[src/rtl/mem_access_ctrl.sv]
// Request sequencer between the CPU MAR/MDR side and a synchronous single-port RAM.
// Issues one registered RAM strobe per legal request, absorbs read latency, pulses done/err.
module mem_access_ctrl #(
  parameter int DATA_WIDTH     = 32,
  parameter int ADDR_WIDTH     = 8,
  parameter int CPU_ADDR_WIDTH = 32,
  parameter int CNT_WIDTH      = 16
) (
  input  logic                      clk,
  input  logic                      reset,
  input  logic                      req_valid,
  input  logic                      req_write,
  input  logic [CPU_ADDR_WIDTH-1:0] req_addr,
  input  logic [DATA_WIDTH-1:0]     req_wdata,
  output logic                      req_ready,
  output logic                      done,
  output logic                      err,
  output logic [DATA_WIDTH-1:0]     rdata,
  output logic [ADDR_WIDTH-1:0]     ram_addr,
  output logic [DATA_WIDTH-1:0]     ram_din,
  output logic                      ram_we,
  output logic                      ram_re,
  input  logic [DATA_WIDTH-1:0]     ram_dout,
  output logic [CNT_WIDTH-1:0]      rd_count,
  output logic [CNT_WIDTH-1:0]      wr_count
);

  typedef enum logic [1:0] {
    S_IDLE,
    S_ACCESS,
    S_CAPTURE
  } state_t;

  state_t r_state;
  state_t w_state_nxt;

  logic                  r_done;
  logic                  r_err;
  logic [DATA_WIDTH-1:0] r_rdata;
  logic [ADDR_WIDTH-1:0] r_ram_addr;
  logic [DATA_WIDTH-1:0] r_ram_din;
  logic                  r_ram_we;
  logic                  r_ram_re;
  logic [CNT_WIDTH-1:0]  r_rd_count;
  logic [CNT_WIDTH-1:0]  r_wr_count;

  logic w_accept;
  logic w_addr_oor;

  assign w_accept   = req_valid && (r_state == S_IDLE);
  assign w_addr_oor = |req_addr[CPU_ADDR_WIDTH-1:ADDR_WIDTH];

  // NOTE: sequential state uses non-blocking assignments so every register
  // samples pre-edge values, independent of statement order.
  always_ff @(posedge clk) begin
    if (reset) begin
      r_state <= S_IDLE;
    end else begin
      r_state <= w_state_nxt;
    end
  end

  // NOTE: next state takes a default before the case so no path leaves it
  // unassigned, which would otherwise infer a latch.
  always_comb begin
    w_state_nxt = r_state;
    case (r_state)
      S_IDLE:    if (w_accept && !w_addr_oor) w_state_nxt = S_ACCESS;
      // The write strobe is still up during ACCESS, so it identifies the operation.
      S_ACCESS:  w_state_nxt = r_ram_we ? S_IDLE : S_CAPTURE;
      S_CAPTURE: w_state_nxt = S_IDLE;
      default:   w_state_nxt = S_IDLE;
    endcase
  end

  always_ff @(posedge clk) begin
    if (reset) begin
      r_done     <= 1'b0;
      r_err      <= 1'b0;
      r_rdata    <= '0;
      r_ram_addr <= '0;
      r_ram_din  <= '0;
      r_ram_we   <= 1'b0;
      r_ram_re   <= 1'b0;
      r_rd_count <= '0;
      r_wr_count <= '0;
    end else begin
      r_done <= 1'b0;
      r_err  <= 1'b0;
      case (r_state)
        S_IDLE: begin
          if (w_accept) begin
            if (w_addr_oor) begin
              r_done <= 1'b1;
              r_err  <= 1'b1;
            end else begin
              r_ram_addr <= req_addr[ADDR_WIDTH-1:0];
              r_ram_din  <= req_wdata;
              r_ram_we   <= req_write;
              r_ram_re   <= !req_write;
            end
          end
        end
        S_ACCESS: begin
          r_ram_we <= 1'b0;
          r_ram_re <= 1'b0;
          if (r_ram_we) begin
            r_done     <= 1'b1;
            r_wr_count <= r_wr_count + 1'b1;
          end
        end
        S_CAPTURE: begin
          r_rdata    <= ram_dout;
          r_done     <= 1'b1;
          r_rd_count <= r_rd_count + 1'b1;
        end
        default: begin
          r_ram_we <= 1'b0;
          r_ram_re <= 1'b0;
        end
      endcase
    end
  end

  assign req_ready = (r_state == S_IDLE);
  assign done      = r_done;
  assign err       = r_err;
  assign rdata     = r_rdata;
  assign ram_addr  = r_ram_addr;
  assign ram_din   = r_ram_din;
  assign ram_we    = r_ram_we;
  assign ram_re    = r_ram_re;
  assign rd_count  = r_rd_count;
  assign wr_count  = r_wr_count;

endmodule

[config.mk]
export PLATFORM = sky130hd
export DESIGN_NAME = mem_access_ctrl
export DESIGN_NICKNAME = d
export VERILOG_FILES = /design/src/rtl/mem_access_ctrl.sv
export SDC_FILE = /design/constraint.sdc
export NUM_CORES = 1
export LEC_CHECK = 0
export BUFFER_PORTS_ARGS = -buffer_cell sky130_fd_sc_hd__buf_2
export CAP_MARGIN = 0
export CORE_UTILIZATION = 45
export DETAILED_ROUTE_END_ITERATION = 10
export PLACE_DENSITY = 0.77
export SLEW_MARGIN = 20
export SYNTH_ARGS = -nofsm -noshare
export SYNTH_HDL_FRONTEND = slang
export SYNTH_SLANG_ARGS = --single-unit
export TNS_END_PERCENT = 10
[constraint.sdc]
create_clock -name clk -period 3.69 [get_ports clk]
set_input_delay 0.1845 -clock clk [delete_from_list [all_inputs] [get_ports clk]]
set_output_delay 0.1845 -clock clk [all_outputs]
set_load 0.02 [all_outputs]
# Word-level counts from Yosys, hierarchy flattened
# Index checks and enable logic that the tools add are counted.
op_classes:
  mux: 13
  n_eq_ne: 5
  n_bitwise: 3
  add_sub_neg: 2
  n_reduce_logical: 10
ops:
  columns: ["op", "count"]
  rows:
  - ["adder 16 x 1 -> 16 bit (second input constant)", 2]
  - ["OR reduction 24 bit", 1]
  - ["2-to-1 mux 1 bit", 7]
  - ["AND reduction 3 bit", 2]
  - ["2-to-1 mux 2 bit", 2]
  - ["!= test 2 x 1 -> 1 bit (second input constant)", 2]
  - ["case mux 1 bit (2 select lines)", 2]
  - ["case mux 2 bit (2 select lines)", 1]
  - ["NOT 1 bit", 3]
  - ["case mux 1 bit (3 select lines)", 1]
  - ["equality test 2 x 1 -> 1 bit (second input constant)", 1]
  - ["equality test 2 bit (second input constant)", 1]
  - ["logical AND 1 bit", 2]
  - ["zero test 1 bit", 2]
  - ["zero test 2 bit", 1]
  - ["!= test 2 bit (second input constant)", 1]
  - ["AND reduction 2 bit", 1]
  - ["OR reduction 2 bit", 1]
totals:
  out_inout_bits: 109
  input_bits: 100
  regBits: 110
  wordCells: 43

# Depth between registers and ports, before layout
# Gate-level depths: netlist of the first run.
depth:
  word_depth: 5
  depth_mapped: 7
  ltp_nobuf: 5

# Worst setup path after synthesis of the first run
# Ideal clock, no wire load.
synth_path:
  path_kind: "register to register"
  start: "register r_wr_count[0] (netlist: wr_count[0])"
  end: "register r_wr_count[14] (netlist: wr_count[14])"
  arrival_ns: 1.776
  t_required_ns: 3.620
  setup_time_ns: 0.070
  n_path_buf: 1
  setup_slack_ns: 1.843
  synth_period_minus_slack_ns: 1.847
  stages_incl_launch_ff: 7
  cell_sequence: "dfxtp_1 -> ha_1 -> nand4b_4 -> or2_1 -> clkbuf_2 -> or4_1 -> a21oi_1"
synth_between:
  elab_chain_len: 1
synth_rtl:
  columns: ["element", "line_no", "rtl"]
  rows:
  - ["start: declaration", "45", "logic [CNT_WIDTH-1:0] r_wr_count;"]
  - ["start signal: assignment", "109", "r_wr_count <= r_wr_count + 1'b1;"]
  - ["adder 16 x 1 -> 16 bit", "109", null]
# No other way between the ends.
# A chain may end at the register's enable or synchronous reset.

# Final worst setup path of the first run
layout_path:
  start: "register r_state[0]"
  end: "register r_rd_count[3] (netlist: rd_count[3])"
layout_between:
  elab_chain_len: 1
layout_rtl:
  columns: ["element", "line_no", "rtl"]
  rows:
  - ["start: declaration", "34", "state_t r_state;"]
  - ["start signal: assignment", "59", "r_state <= w_state_nxt;"]
  - ["equality test 2 bit", "90", "case (r_state)"]
  - ["end signal: assignment", "115", "r_rd_count <= r_rd_count + 1'b1;"]
  - ["end: declaration", "44", "logic [CNT_WIDTH-1:0] r_rd_count;"]
# No other way between the ends.

==> run metrics, run 1 <==
Setup Viol. Count Final 0; Post-synth EDFFs 0; Crit-path slowest cell inv_2; R2R setup slack around 1.3 ns; Rows 36; Global Route Usage Sum 23.8%; r2r endpoint rd_count[3]$_SDFFE_PP0N_; pwr/cell area between 300 and 400 nW/um^2; outcome completed; Clock Pin Slew Worst Setup and Hold Paths approximately 0.1 ns; maximum number of pins on one net before global-route repair 112; vias in the first global route 4173; Worst Setup Path Type reg -> reg; crit path time final about 2.3 ns; H-tree depth reported by CTS 3; Syn Nets 632; Worst Path Required between 3 and 4 ns; RSZ-0062 raised after global routing no; routed len/inst ~15 um; Register Area 2200 um^2; pre-CTS setup slack about 1.3 ns; worst slew pin tran 0.812 ns; Final WS setup 1.34 ns; initial antenna violation count 0; syn avg cell area between 8 and 9 um^2; Fin Setup TNS 0 ns; Synth Warn # 0; Routed WL roughly 13000 um; Chip Width 102 um; flops & latches, synth 110; drt via density roughly 5.5; Startpoint Class flip-flop; maxcap violations 0; die area between 10000 and 15000 um^2; crit share post-route 63.7%; commonest non-fill, non-tap cell in the layout buf_2; r2r worst-path depth 5; Setup Skew slightly below 0.005 ns; Critical R2R Launch r_state[0]$_SDFFE_PP0P_; CP Max Fanout 44; Post-route DRC 0; port bufs about 210; share of layout cells above drive strength 1 33.4%; HP Class in -> reg; Post-Synthesis Cells 530; vias post-DR around 4700; gpl congestion 0.797; Hold EP rdata[14]$_SDFFE_PP0N_; nets 809; Slew headroom between 40% and 50%; Final Hold Viols 0; Sink Count 110; Worst setup EP type flip-flop; Fillers between 900 and 1000; PnR Total Power a little over 2 mW; grt ovf 0; Post-CTS Setup Bufs 0; Antenna diodes 0; Post-CTS Resized 0; final slew viol count 0; Seq/Total Area, Yosys 48.7%; Multi-input gate area between 2000 and 2500 um^2; Area Growth Syn to Fin 28.3%; Post-DP HPWL just under 9000 um; die height between 100 and 150 um; worst-path cell chain inv_2 > nand2_1 > buf_4 > or3_1 > a21oi_1; Worst Hold Launch ram_dout[14]; clock buffer depth 2; TritonRoute pass-1 iters 4; first-pass GRT wire length about 20000 um; commonest register cell after synthesis dfxtp_1; CTS tree done; # hold bufs at CTS 0; most frequent cells in the layout buf_2, dfxtp_1, a21oi_1; total CTS buffers 9; Yosys cell types 39; worst skew pair latency 0.36 ns; Peak VDD IR about 0.00018 V; Iter 0 DRT Violations around 160; mapped cell area between 4000 and 5000 um^2; I/O pin count ~210; Crit path largest cell delay about 0.54 ns; static leakage approximately 2.5 nW; core area about 10000 um^2; Crit path arrival time ~2.6 ns; Max Freq between 0.4 and 0.5 GHz; hold path depth 3; Post-synth ARST share 0%; clock root cell clkbuf_8; initial core utilization between 40 and 50%; DRT antenna net count 0
[how the worst max path moves through the flow]
stage / cells past startpoint / end / startpoint
global placement: 5 / rd_count[3]$_SDFFE_PP0N_ / r_state[0]$_SDFFE_PP0P_
CTS: 5 / rd_count[3]$_SDFFE_PP0N_ / r_state[0]$_SDFFE_PP0P_
global route: 5 / rd_count[3]$_SDFFE_PP0N_ / r_state[0]$_SDFFE_PP0P_
floorplan: 6 / wr_count[14]$_SDFFE_PP0P_ / wr_count[0]$_SDFFE_PP0P_
detailed placement: 5 / rd_count[3]$_SDFFE_PP0N_ / r_state[0]$_SDFFE_PP0P_
finish: 5 / rd_count[3]$_SDFFE_PP0N_ / r_state[0]$_SDFFE_PP0P_
[layer usage]
metal	vias up	wire length, um	track usage [%]	share of wire [%]
met5	-	0	0	0
met4	0	346	10.8	2.7
met3	30	854	7.59	6.7
met2	181	6350	38.9	50
met1	2197	5220	28.6	41
li1	2261	-	-	-
[kinds of logic (layout without fill, tap and decap cells)]
group	after synthesis	after routing	share of synthesized area, %
xor gates and xnor gates	18	18	3.49
muxes	3	3	0.747
buffers and inverters	51	233	4.76
and+or+nand+nor	210	210	24.1
adders and majority gates	2	2	0.554
AOI/OAI and AO/OA	136	136	17.6
DFF	110	110	48.7
[sequential cells by signal, summed over array words and instances, names as in the netlist]
register,flops
ram_addr,8
wr_count,16
r_state,2
ram_we,1
done,1
rd_count,16
rdata,32
ram_re,1
err,1
ram_din,32
[layout make-up]
type,count,share of cell area [%]
clock buffers,9,2.14
clock inverters,7,1.64
inverters,2,0.129
multi-input cells,369,36.3
flip-flops and latches,110,38.0
well taps,133,2.87
repair buffers,215,19.0
[where the power goes]
group / switching, mW / internal (mW) / total [mW]
registers: 0.000350 / 1.19 / 1.19
logic: 0.0485 / 0.0421 / 0.0906
clock network: 0.412 / 0.385 / 0.798
total: 0.461 / 1.61 / 2.08
[cells in the mapped netlist (2+ instances only)]
library cell    n  area share, %
and3_1          4           0.55
or3_1           4           0.55
ha_1            2           0.55
xnor2_1         8            1.6
nor2_1         24            2.0
and4_1          4           0.78
dfxtp_1       110             49
buf_1           2           0.17
nor2b_1         5           0.69
buf_2           9            1.0
nor4_1          9            1.2
nor3_1          4           0.44
or4_1           5           0.83
o31ai_1        44            7.3
clkbuf_1       35            2.9
a21oi_1        84            9.3
nor3b_1         2           0.33
nand3b_1        2           0.33
mux2_2          3           0.75
nand2_1        78            6.5
and3b_1         2           0.39
nand3_1        10            1.1
xor2_1         10            1.9
nand4_1        49            6.8
o21ai_0         6           0.66
nand2b_1        2           0.28
[worst max-delay path: cells and delay by family (launching register included)]
family	cells	cell delay, ns
AOI/OAI and AO/OA	1	0.14
DFF	1	0.42
buffers and inverters	2	0.89
and+or+nand+nor	2	0.80
[metrics by stage]
step | hold slack [ns] | cells | util, % | area [um^2]
2_1_floorplan | 0.321 | 530 | - | 4520
3_3_place_gp | 0.427 | 829 | 57.1 | 5580
3_5_place_dp | 0.431 | 829 | 57.1 | 5580
4_1_cts | 0.0200 | 845 | 59.3 | 5800
5_1_grt | 0.0135 | 845 | 59.3 | 5800
6_report | 0.0494 | 845 | 59.3 | 5800
Note: power is estimated with default switching activity, not from simulation.
==> run 2: changes to the inputs <==
ABC_AREA = 1   (was not set)
clock period = 2.17 ns   (was 3.69 ns; I/O delays follow)
==> run metrics, run 2 <==
outcome completed; Setup Viol. Count Final 0 (unchanged); Reg power frac 57.0% (-0.2 points); most frequent cells in the layout buf_2, nor2_1, dfxtp_1; Syn Nets 763 (+21%); final instance area 6190 um^2 (+6.8%); nets 977 (+21%); Seq/Total Area, Yosys 47.3% (-1.4 points); Peak VDD IR 0.000299 V (+68%); Yosys cell types 33 (-15%); Setup Skew 0.0122 ns (+0.00730 ns); r2r endpoint ram_din[11]$_SDFFE_PP0P_; r2r worst-path depth 6 (+1); Startpoint Class flip-flop; Post-route DRC 0 (unchanged); Rows 36 (unchanged); non-filler cells, final 1010 (+20%); commonest non-fill, non-tap cell in the layout buf_2; die area 10700 um^2 (+2.9%); Inst Count DP 976 (+18%); mapped cell area 4650 um^2 (+2.9%); drt via density 4.86 (-12%); initial antenna violation count 0 (unchanged); share of layout cells above drive strength 1 27.9% (-5.5 points); Post-CTS Resized 0 (unchanged); crit path time final 1.56 ns (-0.789 ns); Crit path arrival time 1.85 ns (-0.79 ns); clock root cell clkbuf_8; P_int 2.77 mW (+72%); Slew headroom 66.7% (+21 points); Antenna diodes 0 (unchanged); maximum number of pins on one net before global-route repair 47 (-58%); I/O pin count 209 (unchanged); Post-CTS Setup Bufs 0 (unchanged); Hold EP rdata[21]$_SDFFE_PP0N_; total CTS buffers 9 (unchanged); CP Max Fanout 40 (-9.1%); largest area contributor in the netlist dfxtp_1; grt ovf 0 (unchanged); Routed WL 12400 um (-2.6%); Worst Hold Launch ram_dout[21]; Max Freq 0.641 GHz (+51%); maxcap violations 0 (unchanged); commonest register cell after synthesis dfxtp_1; Chip Width 104 um (+1.4%); area of placed instances 5780 um^2 (+3.7%); Logic pwr share 6.7% (+2.3 points); Synth Warn # 0 (unchanged); worst slew pin tran 0.500 ns (-0.312 ns); die height 104 um (+1.4%); clock buffer depth 2 (unchanged); Worst setup EP type flip-flop; final slew viol count 0 (unchanged); R2R setup slack 0.61 ns (-0.73 ns); Clock Pin Slew Worst Setup and Hold Paths 0.10 ns (about the same); TritonRoute pass-1 iters 5 (+1); flops & latches, synth 110 (unchanged); RSZ-0062 raised after global routing no; pwr/cell area 572 nW/um^2 (+60%); first-pass GRT wire length 20700 um (+6.2%); synth cell count leaders nor2_1, dfxtp_1, nand2_1, inv_1; area fraction of the dominant cell type after synthesis 47.3% (-1.4 points); clock group share of total power 36.3% (-2.1 points); routed len/inst 12.3 um (-19%); Global Route Usage Sum 23.1% (-0.71 points); Critical R2R Launch r_state[1]$_SDFFE_PP0P_; switching pwr 0.769 mW (+67%); Fin Setup TNS 0 ns (unchanged); initial core utilization 46.9% (+0.71 points); gpl congestion 0.831 (+4.2%); Sink Count 110 (unchanged); syn avg cell area 7.04 um^2 (-17%); static leakage 3.05 nW (+24%); Post-synth ARST share 0% (unchanged); most common cell in the netlist nor2_1; Final Hold Viols 0 (unchanged); Worst Path Required 2.46 ns (-1.52 ns); synth top area cells dfxtp_1, nor2_1, nand2_1; DRT antenna net count 0 (unchanged); core area 9910 um^2 (+1.4%); worst skew pair latency 0.36 ns (about the same); Worst Setup Path Type reg -> reg; crit share post-route 71.9% (+8.3 points); Iter 0 DRT Violations 156 (-1.9%); beginning of the critical path r_state[1]$_SDFFE_PP0P_; Post-DP HPWL 8510 um (-2.7%); port bufs 208 (unchanged); Area Growth Syn to Fin 33.1%; vias post-DR 4907 (+5.1%); # hold bufs at CTS 21 (+21); switch share 21.7% (-0.50 points); hold path depth 3 (unchanged); H-tree depth reported by CTS 3 (unchanged); CTS tree done; vias in the first global route 4579 (+9.7%); Post-Synthesis Cells 661 (+25%); HP Class in -> reg; Post-synth EDFFs 0 (unchanged)
-- run 2: changes by cell type in the layout (fill, tap and decap cells not counted), sizes merged, moves of 21 or more --
| cell | previous run | this run |
|---|---|---|
| o21ai | 6 | 48 |
| nor2 | 24 | 201 |
| inv | 4 | 75 |
| a21oi | 84 | 18 |
| o31ai | 44 | 0 |
| dlygate4sd3 | 0 | 21 |
-- run 2: kinds of logic after synthesis --
family / Yosys count / share of synthesized area, %
buffers and inverters: 112 / 9.44
and+or+nand+nor: 358 / 33.4
DFF: 110 / 47.3
xor gates and xnor gates: 4 / 0.753
AOI/OAI and AO/OA: 75 / 8.55
adders and majority gates: 2 / 0.538
-- run 2: worst max path at each step --
stage	endpoint	slack, ns	cells past startpoint
2_1_floorplan	rd_count[12]$_SDFFE_PP0N_	0.68	8
3_3_place_gp	ram_addr[5]$_SDFFE_PP0P_	0.66	10
3_5_place_dp	ram_din[1]$_SDFFE_PP0P_	0.63	9
4_1_cts	rd_count[12]$_SDFFE_PP0N_	0.61	8
5_1_grt	rd_count[12]$_SDFFE_PP0N_	0.38	8
6_report	ram_din[11]$_SDFFE_PP0P_	0.61	6
-- run 2: final cells by class --
class                   count  area [um^2]
repair buffers            239         1330
clock buffers               9          124
flip-flops and latches    110         2200
inverters                  76          285
multi-input cells         439         2010
clock inverters             4         75.1
well taps                 133          166
fillers                   960         3720
-- run 2: critical path: stages (launching register included) --
cell and delay, ns:
dfxtp_1 0.38, nor2_4 0.15, nand4_1 0.22, nor2_2 0.14, buf_4 0.38, nor2_1 0.09
nor2_1 0.11
-- run 2: power groups by stage --
stage | combinational, mW | clock (mW) | sequential [mW]
2_1_floorplan | 0.0909 | 0 | 2.07
3_3_place_gp | 0.204 | 0 | 2.07
3_5_place_dp | 0.204 | 0 | 2.07
4_1_cts | 0.234 | 1.33 | 2.02
5_1_grt | 0.265 | 1.41 | 2.02
6_report | 0.236 | 1.29 | 2.02
-- run 2: layer usage --
layer / part of all wire (%) / routed length [um] / track usage [%] / vias to the layer above
met4: 1.6 / 197 / 7.24 / 0
met2: 46 / 5770 / 40.4 / 185
li1: - / - / - / 2523
met3: 8.4 / 1040 / 5.66 / 21
met5: 0 / 0 / 0 / -
met1: 44 / 5420 / 27.8 / 2178
-- run 2: through the flow --
| stage | util, % | power [mW] | hold WS [ns] | setup WS (ns) |
|---|---|---|---|---|
| after floorplan | - | 2.16 | 0.273 | 0.680 |
| after global placement | 58.4 | 2.27 | 0.358 | 0.664 |
| after detailed placement | 58.4 | 2.27 | 0.362 | 0.629 |
| after CTS | 62.5 | 3.58 | 0.00206 | 0.613 |
| after global routing | 62.5 | 3.70 | 0.0159 | 0.383 |
| final | 62.5 | 3.54 | 0.0143 | 0.609 |
